## src/rtl/gb_cpu_idu_stepper.sv

```systemverilog
// Sequential IDU stepper: loads a base pointer and walks it through a burst of
// handshaked beats, leaving base +/- count*STEP behind for register writeback.
package gb_cpu_common_pkg;
   typedef enum logic [1:0] {
      IDU_NOP = 2'd0,
      IDU_INC = 2'd1,
      IDU_DEC = 2'd2
   } idu_opcode_t;
endpackage

module gb_cpu_idu_stepper
   import gb_cpu_common_pkg::*;
#(
   parameter int          WIDTH = 16,
   parameter int          CNT_W = 8,
   parameter int unsigned STEP  = 1
) (
   input  logic             clk,
   input  logic             reset,
   input  logic             start,
   input  idu_opcode_t      opcode,
   input  logic [WIDTH-1:0] base,
   input  logic [CNT_W-1:0] count,
   input  logic             abort,
   output logic [WIDTH-1:0] addr,
   output logic             addr_valid,
   input  logic             addr_ready,
   output logic             busy,
   output logic             done
);

   localparam logic [WIDTH-1:0] STEP_V = WIDTH'(STEP);

   typedef enum logic [1:0] {
      S_IDLE = 2'd0,
      S_RUN  = 2'd1,
      S_DONE = 2'd2
   } state_t;

   state_t           state_q;
   idu_opcode_t      op_q;
   logic [WIDTH-1:0] addr_q;
   logic [WIDTH-1:0] addr_d;
   logic [CNT_W-1:0] remaining_q;
   logic             addr_valid_q;
   logic             busy_q;
   logic             done_q;
   logic             accept;

   assign accept = addr_valid_q & addr_ready;

   // Address after one accepted beat; wraps silently modulo 2^WIDTH.
   always_comb begin
      addr_d = addr_q;
      unique case (op_q)
         IDU_INC: addr_d = addr_q + STEP_V;
         IDU_DEC: addr_d = addr_q - STEP_V;
         default: addr_d = addr_q;
      endcase
   end

   // NOTE: every register here uses <= so all updates see pre-edge values,
   // regardless of statement order inside the block.
   always_ff @(posedge clk) begin
      if (reset) begin
         state_q      <= S_IDLE;
         op_q         <= IDU_NOP;
         addr_q       <= '0;
         remaining_q  <= '0;
         addr_valid_q <= 1'b0;
         busy_q       <= 1'b0;
         done_q       <= 1'b0;
      end else begin
         done_q <= 1'b0;
         unique case (state_q)
            S_IDLE: begin
               if (start) begin
                  op_q        <= opcode;
                  addr_q      <= base;
                  remaining_q <= count;
                  busy_q      <= 1'b1;
                  if (count != '0) begin
                     state_q      <= S_RUN;
                     addr_valid_q <= 1'b1;
                  end else begin
                     state_q      <= S_DONE;
                     addr_valid_q <= 1'b0;
                     done_q       <= 1'b1;
                  end
               end
            end
            S_RUN: begin
               if (accept) begin
                  addr_q      <= addr_d;
                  remaining_q <= remaining_q - CNT_W'(1);
               end
               // Abort beats a simultaneous final accept: beat applied, no done.
               if (abort) begin
                  state_q      <= S_IDLE;
                  addr_valid_q <= 1'b0;
                  busy_q       <= 1'b0;
               end else if (accept && remaining_q == CNT_W'(1)) begin
                  state_q      <= S_DONE;
                  addr_valid_q <= 1'b0;
                  done_q       <= 1'b1;
               end
            end
            S_DONE: begin
               state_q      <= S_IDLE;
               addr_valid_q <= 1'b0;
               busy_q       <= 1'b0;
            end
            default: begin
               state_q      <= S_IDLE;
               addr_valid_q <= 1'b0;
               busy_q       <= 1'b0;
            end
         endcase
      end
   end

   assign addr       = addr_q;
   assign addr_valid = addr_valid_q;
   assign busy       = busy_q;
   assign done       = done_q;

endmodule

```

## config.mk

```make
export PLATFORM = sky130hd
export DESIGN_NAME = gb_cpu_idu_stepper
export DESIGN_NICKNAME = d
export VERILOG_FILES = /design/src/rtl/gb_cpu_idu_stepper.sv
export SDC_FILE = /design/constraint.sdc
export NUM_CORES = 1
export LEC_CHECK = 0
export CORE_MARGIN = 2
export CORE_UTILIZATION = 40
export DETAILED_ROUTE_END_ITERATION = 7
export HOLD_SLACK_MARGIN = 0.06
export PLACE_DENSITY_LB_ADDON = 0.12
export SLEW_MARGIN = 15
export SYNTH_ARGS = -nofsm -noshare
export SYNTH_HDL_FRONTEND = slang
export SYNTH_SLANG_ARGS = --single-unit
```

## constraint.sdc

```tcl
create_clock -name clk -period 5.6 [get_ports clk]
set_clock_uncertainty 0.2 [all_clocks]
set_input_delay 1.12 -clock clk [delete_from_list [all_inputs] [get_ports clk]]
set_output_delay 1.12 -clock clk [all_outputs]
set_load 0.02 [all_outputs]
```

==> results by group <==
Detailed routing
  • Initial drt markers: 224
  • Avg WL per Cell: about 16 um
  • Residual DRC count: 0
  • WL final: 7288 um
  • Pre-Repair DR Iteration Count: 4
  • Vias per Instance: 5.974
  • Post-DRT Antenna Nets: 0
  • Via count: 2,742

Layout
  • # diodes: 0
  • Syn-to-layout area delta: 23.32%
  • Final #Nets: 419
  • Fillers: 604
  • Share of cells above drive strength 1: 4.167%
  • Fin util: 51.46%
  • Design Area, Final: 3083 um2

STA
  • Setup-failing EPs final: 0
  • Setup total negative slack: 0 ns
  • Final period utilization: 56.63%
  • Slew Limit Fails: 0
  • Slew Limit Headroom: 45.01%
  • RSZ-0062 raised after global routing: false
  • Hold Vio Cnt, Final: 0
  • Slew @ Worst Pin: 0.8174 ns
  • F_max: 0.3154 GHz
  • Post-route minimum period: 3.171 ns

Synthesis
  • Yosys warns: 0
  • Syn_nets: 389
  • Syn avg cell area: ~7.1 um2
  • Cells after Synth: 353
  • FF+latch count, synth: 30
  • Largest family of logic cells by synthesized area: compound AO/OA/AOI/OAI gates
  • Async SR Flop Fraction: 0%
  • Post-Synth Adder-Cell Area: under 10%
  • Top_reg_cell synth: dfxtp_1
  • Post-Syn Area: 2500 um2
  • Mux share of post-synthesis cell area: 2.002%
  • Sequential cell area fraction in the yosys report: 24.02%
  • Post-Synth XOR/XNOR Area: 4.555%
  • Number of enable flip-flop cells after synthesis: 0
  • Simple logic cell fraction of the synthesized area: approximately 30%
  • Yosys cell types: 62
  • Compound-Gate Fraction of Synth Area: 30.58%

Floorplanning
  • Core area: roughly 6000 um2
  • Num rows: 28
  • Initial core utilization: 41.73%
  • Die Wd: 83.06 um
  • Die Height: 83.06 um
  • Io pins: 50
  • DIE AREA: 6898 um2

Global routing
  • Initial antenna violation count: 0
  • Largest net degree at the start of global routing: 40
  • Total gr overflow: 0
  • First-pass GRT wire length: 11,870 um
  • Global-route usage over all layers: 20.39%
  • Vias in the first global route: 2,492

Critical path
  • Top cell family by delay on the critical path: compound AO/OA/AOI/OAI gates
  • Crit path depth: 12
  • Delay of the slowest critical-path stage: 0.34 ns
  • Critical Path Start Type: flip-flop
  • Reg2Reg Depth: 12
  • CP arrival: 3.12 ns
  • CP max-delay cell: o311ai_1
  • Worst Path Required: around 5.6 ns
  • Critical path type: reg2reg
  • Crit path buf inv count: 2
  • CP Capture Type: flip-flop
  • Crit-path cells: inv_1 -> ha_1 -> buf_4 -> xor2_1 -> ha_1 -> or3_1 -> a21oi_2 -> nor4bb_1 -> o311ai_1 -> mux2i_1 -> mux2i_1 -> a221oi_1
  • CP Max Fanout: 37

Clocking
  • Post-CTS Repair Setup Buffers: 0
  • CTS root buf: clkbuf_8
  • TritonCTS Buffers: 5
  • CTS clock-pin slew for the worst setup and hold paths: 0.07 ns
  • H-tree levels: 2
  • CTS resizes: 0
  • Clock buffer depth: 2
  • Clock latency at the later pin of the worst-skew pair: 0.28 ns
  • Hold_buf cts: 0
  • CTS tree: yes
  • Clk sinks: 30

Power
  • Pleak: 1.097 nW
  • PwrDens: about 210 nW/um2
  • Peak supply drop: 0.1105 mV

Placed design
  • Cell Area, Placed: 2992 um2
  • Routability congestion estimate: 0.8350
  • Hpwl dp: 5054 um
  • IO buf count: 49

Hold path
  • Worst Hold Class: reg2reg
  • Hold Path Depth: 2

Status
  • Status: finished, final reports clean

Run
  • Max cap viols: 0
## per-layer routing
layer	track usage [%]	wire, um	up-vias	share of wire (%)
met5	0	0	-	0
met1	25.73	3354	1300	46
met4	5.216	34	0	0.47
met2	36.14	3553	73	49
li1	-	-	1365	-
met3	3.082	346	4	4.7
## tightest hold or removal path, stage by stage (launching register included)
cell and delay, ns:
dfxtp_1 0.31, nand2_1 0.06, a211oi_1 0.06
## synthesized netlist by cell type (7+ instances only)
| cell type | instances | area (um2) |
|---|---|---|
| nand3_1 | 10 | 50.05 |
| nand2_1 | 37 | 138.9 |
| dfxtp_1 | 30 | 600.6 |
| a22oi_1 | 7 | 52.55 |
| nor3_1 | 14 | 70.07 |
| clkbuf_1 | 22 | 82.58 |
| xnor2_1 | 9 | 78.83 |
| a31oi_1 | 8 | 50.05 |
| o31ai_1 | 8 | 60.06 |
| inv_1 | 8 | 30.03 |
| nor2_1 | 29 | 108.9 |
| o21ai_0 | 20 | 100.1 |
| a21oi_1 | 33 | 165.2 |
| nor4_1 | 7 | 43.79 |
## kinds of logic (layout without fill, tap and decap cells)
family | Yosys count | after routing
compound gates | 117 | 117
buf+inv | 39 | 70
fa+ha+maj | 5 | 5
xor+xnor | 13 | 13
mux | 5 | 5
simple gates | 144 | 144
flops | 30 | 30
## final timing paths
check,from,endpoint,slack [ns]
max,op_q[0],addr[14],2.43
min,busy,busy,0.28
max reg2reg,op_q[0],addr[14],2.43
min reg2reg,busy,busy,0.28
## cell type report
| type | instances | area, um2 | share of cell area (%) |
|---|---|---|---|
| Multi-Input combinational cell | 284 | 1739 | 56.41 |
| Tap cell | 75 | 93.84 | 3.044 |
| Sequential cell | 30 | 600.6 | 19.48 |
| Clock inverter | 1 | 5.005 | 0.1623 |
| Clock buffer | 7 | 86.33 | 2.800 |
| Timing Repair Buffer | 54 | 528.0 | 17.13 |
| Inverter | 8 | 30.03 | 0.9740 |
## state kept, by name, summed over array words and instances, names as in the netlist
signal	count
done	1
remaining_q	8
addr	16
state_q	2
op_q	2
busy	1
## where the power goes
group | leakage, nW | switching, mW | internal (mW)
Clock | 0.0482 | 0.0857 | 0.0991
Sequential | 0.247 | 0.0352 | 0.231
Combinational | 0.802 | 0.113 | 0.0970
## placed cells by master, fill, tap and decap left out, types with 6 or more instances in the layout
cell	count
a21oi_1	33
a22oi_1	7
a31oi_1	8
clkbuf_8	6
clkdlybuf4s50_1	49
dfxtp_1	30
inv_1	8
nand2_1	37
nand3_1	10
nor2_1	29
nor3_1	14
nor4_1	7
o21ai_0	20
o31ai_1	8
xnor2_1	9
## metrics by stage
stage | total power [mW] | setup slack (ns) | std cells | hold WS [ns]
floorplan | 0.4022 | 2.267 | 353 | 0.2450
global placement | 0.4772 | 2.318 | 451 | 0.2557
detailed placement | 0.4793 | 2.227 | 451 | 0.2649
CTS | 0.6642 | 2.428 | 459 | 0.2758
global route | 0.7016 | 2.148 | 459 | 0.3126
finish | 0.6608 | 2.429 | 459 | 0.2785
(Power assumes the default switching activity.)
==> RTL edit: new RTL, same flow settings <==
The 3 states of `state_t` get a one-hot encoding in 3 bits.
--- a/src/rtl/gb_cpu_idu_stepper.sv
+++ b/src/rtl/gb_cpu_idu_stepper.sv
@@ -32,8 +32,8 @@
    localparam logic [WIDTH-1:0] STEP_V = WIDTH'(STEP);
 
-   typedef enum logic [1:0] {
-      S_IDLE = 2'd0,
-      S_RUN  = 2'd1,
-      S_DONE = 2'd2
+   typedef enum logic [2:0] {
+      S_IDLE = 3'b001,
+      S_RUN  = 3'b010,
+      S_DONE = 3'b100
    } state_t;
 
Formal check against the unedited RTL: no difference found for any inputs over 10 cycles, from zero or initial values and one cycle with reset high; not proved beyond that.
==> RTL edit against the unedited design <==
- power rose by 3.4%
- cell area increased by 7.3%
- count of clock-buffer cells in the layout unchanged
- maximum frequency decreased by 11%
- first-iteration DRC count down 15%
- sequential cell count up 2
- non-clock buffer count decreased by 1
- global-route usage increased by 1.6 points
- area after synthesis is 12% higher
- setup slack got worse by 0.41 ns
- wire length grew 11%
- register-to-register slack got worse by 0.25 ns
- largest cell class unchanged
- highest routed layer unchanged
==> RTL edit: results (changes against the unedited design) <==
| Metric | Value |
|---|---|
| Status | complete, no violations |
| Maximum root-to-sink buffer count | 2 (unchanged) |
| Net count reported at finish | 446 (+6.4%) |
| Crit path max-delay family | compound AO/OA/AOI/OAI gates |
| Filler cell count | 702 (+16%) |
| GPL Wtd Cong | 0.851 (+1.9%) |
| Post-Syn Nets | 419 (+7.7%) |
| GR met1 Demand/Resource | 28.2% (+2.5 points) |
| Worst setup path endpoint | addr[5]$_SDFFE_PP0P_ |
| Drt pass-1 iters | 4 (unchanged) |
| Worst Path Max Fanout | 15 (-59%) |
| Number of global-route vias before repair | 2724 (+9.3%) |
| Worst R2R Setup Slack | 2.18 ns (-0.25 ns) |
| Top post-synthesis cells by area | dfxtp_1, a21oi_1, nor2_1 |
| XOR/XNOR Fraction of Synth Area | 2.49% (-2.1 points) |
| Arr. time, crit path | 3.55 ns (+0.43 ns) |
| Final Routed Wirelength | 8080 um (+11%) |
| Peak VDD IR | 0.106 mV (-4.3%) |
| Post-synthesis mux area share | 1.47% (-0.53 points) |
| Initial DRC count | 190 (-15%) |
| GRT Total Usage | 22.0% (+1.6 points) |
| Adder-cell share of the synthesized area | 2.23% (-0.28 points) |
| Vias | 2934 (+7.0%) |
| Layout cells sized above 1 | 6.57% (+2.4 points) |
| Max-slew violations | 0 (unchanged) |
| Post-place setup slack | 1.76 ns (-0.464 ns) |
| Fraction of the yosys area taken by sequential cells | 22.8% (-1.2 points) |
| Commonest cells in the netlist | nor2_1, a21oi_1, nand2_1, dfxtp_1, o21ai_0 |
| Lkg Pwr | 1.16 nW (+6.2%) |
| M3 GR Usage | 4.15% (+1.1 points) |
| Max transition margin | 34.8% (-10 points) |
| HPWL Detailed | 5670 um (+12%) |
| Largest net degree at the start of global routing | 51 (+28%) |
| Global-route wire length before repair | 13400 um (+13%) |
| Post-synthesis compound-gate area fraction | 31.3% (+0.73 points) |
| Met2 usage | 38.6% (+2.4 points) |
| Clk_lat worst skew | 0.29 ns |
| Slowest stage delay, CP | 0.82 ns (+0.48 ns) |
| Distinct cell type count after synthesis | 75 (+21%) |
| Crit path launch | addr_ready |
| Final WS setup | 2.02 ns (-0.408 ns) |
| Slowest stage cell, crit path | a21oi_1 |
| R2r endpoint | addr[14]$_SDFFE_PP0P_ |
==> RTL edit: how the worst min path moves through the flow <==
| stage | start | to | slack, ns | depth (start not counted) |
|---|---|---|---|---|
| after floorplan | op_q[0]$_SDFFE_PP0P_ | op_q[0]$_SDFFE_PP0P_ | 0.24 | 2 |
| after global placement | op_q[0]$_SDFFE_PP0P_ | op_q[0]$_SDFFE_PP0P_ | 0.25 | 2 |
| after detailed placement | op_q[0]$_SDFFE_PP0P_ | op_q[0]$_SDFFE_PP0P_ | 0.25 | 2 |
| after CTS | op_q[0]$_SDFFE_PP0P_ | op_q[0]$_SDFFE_PP0P_ | 0.26 | 2 |
| after global routing | op_q[0]$_SDFFE_PP0P_ | op_q[0]$_SDFFE_PP0P_ | 0.28 | 2 |
| final | op_q[0]$_SDFFE_PP0P_ | op_q[0]$_SDFFE_PP0P_ | 0.26 | 2 |
==> RTL edit: worst min-delay path: stages (launching register included) <==
cell,delay [ns]
dfxtp_1,0.31
nand2_1,0.05
a21oi_1,0.05
==> RTL edit: final cells by class <==
cell class                 instances  area, sq um  share of cell area, %
clock buffer                       7         86.3                   2.61
sequential                        32          641                   19.4
multi-input combinational        306         1890                   57.1
tap                               96          120                   3.63
clock inverter                     1         7.51                  0.227
timing repair buffer              53          520                   15.7
inverter                          12         45.0                   1.36
==> RTL edit: logic make-up after synthesis <==
logic type,Yosys count
mux,4
buf+inv,45
flops,32
fa+ha+maj,5
xor+xnor,8
compound gates,128
simple gates,161
==> RTL edit: through the flow <==
stage	total power, W	hold slack [ns]	std cells	instance area (sq um)
floorplan	0.000422	0.236	383	2810
global placement	0.000486	0.248	499	3220
detailed placement	0.000489	0.248	499	3220
CTS	0.000688	0.259	507	3310
global route	0.000727	0.279	507	3310
finish	0.000683	0.258	507	3310
==> RTL edit: metal layers <==
| metal | wire length (um) | part of all wire (%) |
|---|---|---|
| met1 | 3630 | 45 |
| met4 | 93 | 1.2 |
| met2 | 3960 | 49 |
| met3 | 402 | 5.0 |
| met5 | 0 | 0 |
==> RTL edit: power by group <==
group	leakage [nW]	internal, W	switching (W)
registers	0.264	0.000245	0.0000358
logic	0.856	0.0000934	0.000110
clock network	0.0445	0.000100	0.0000988
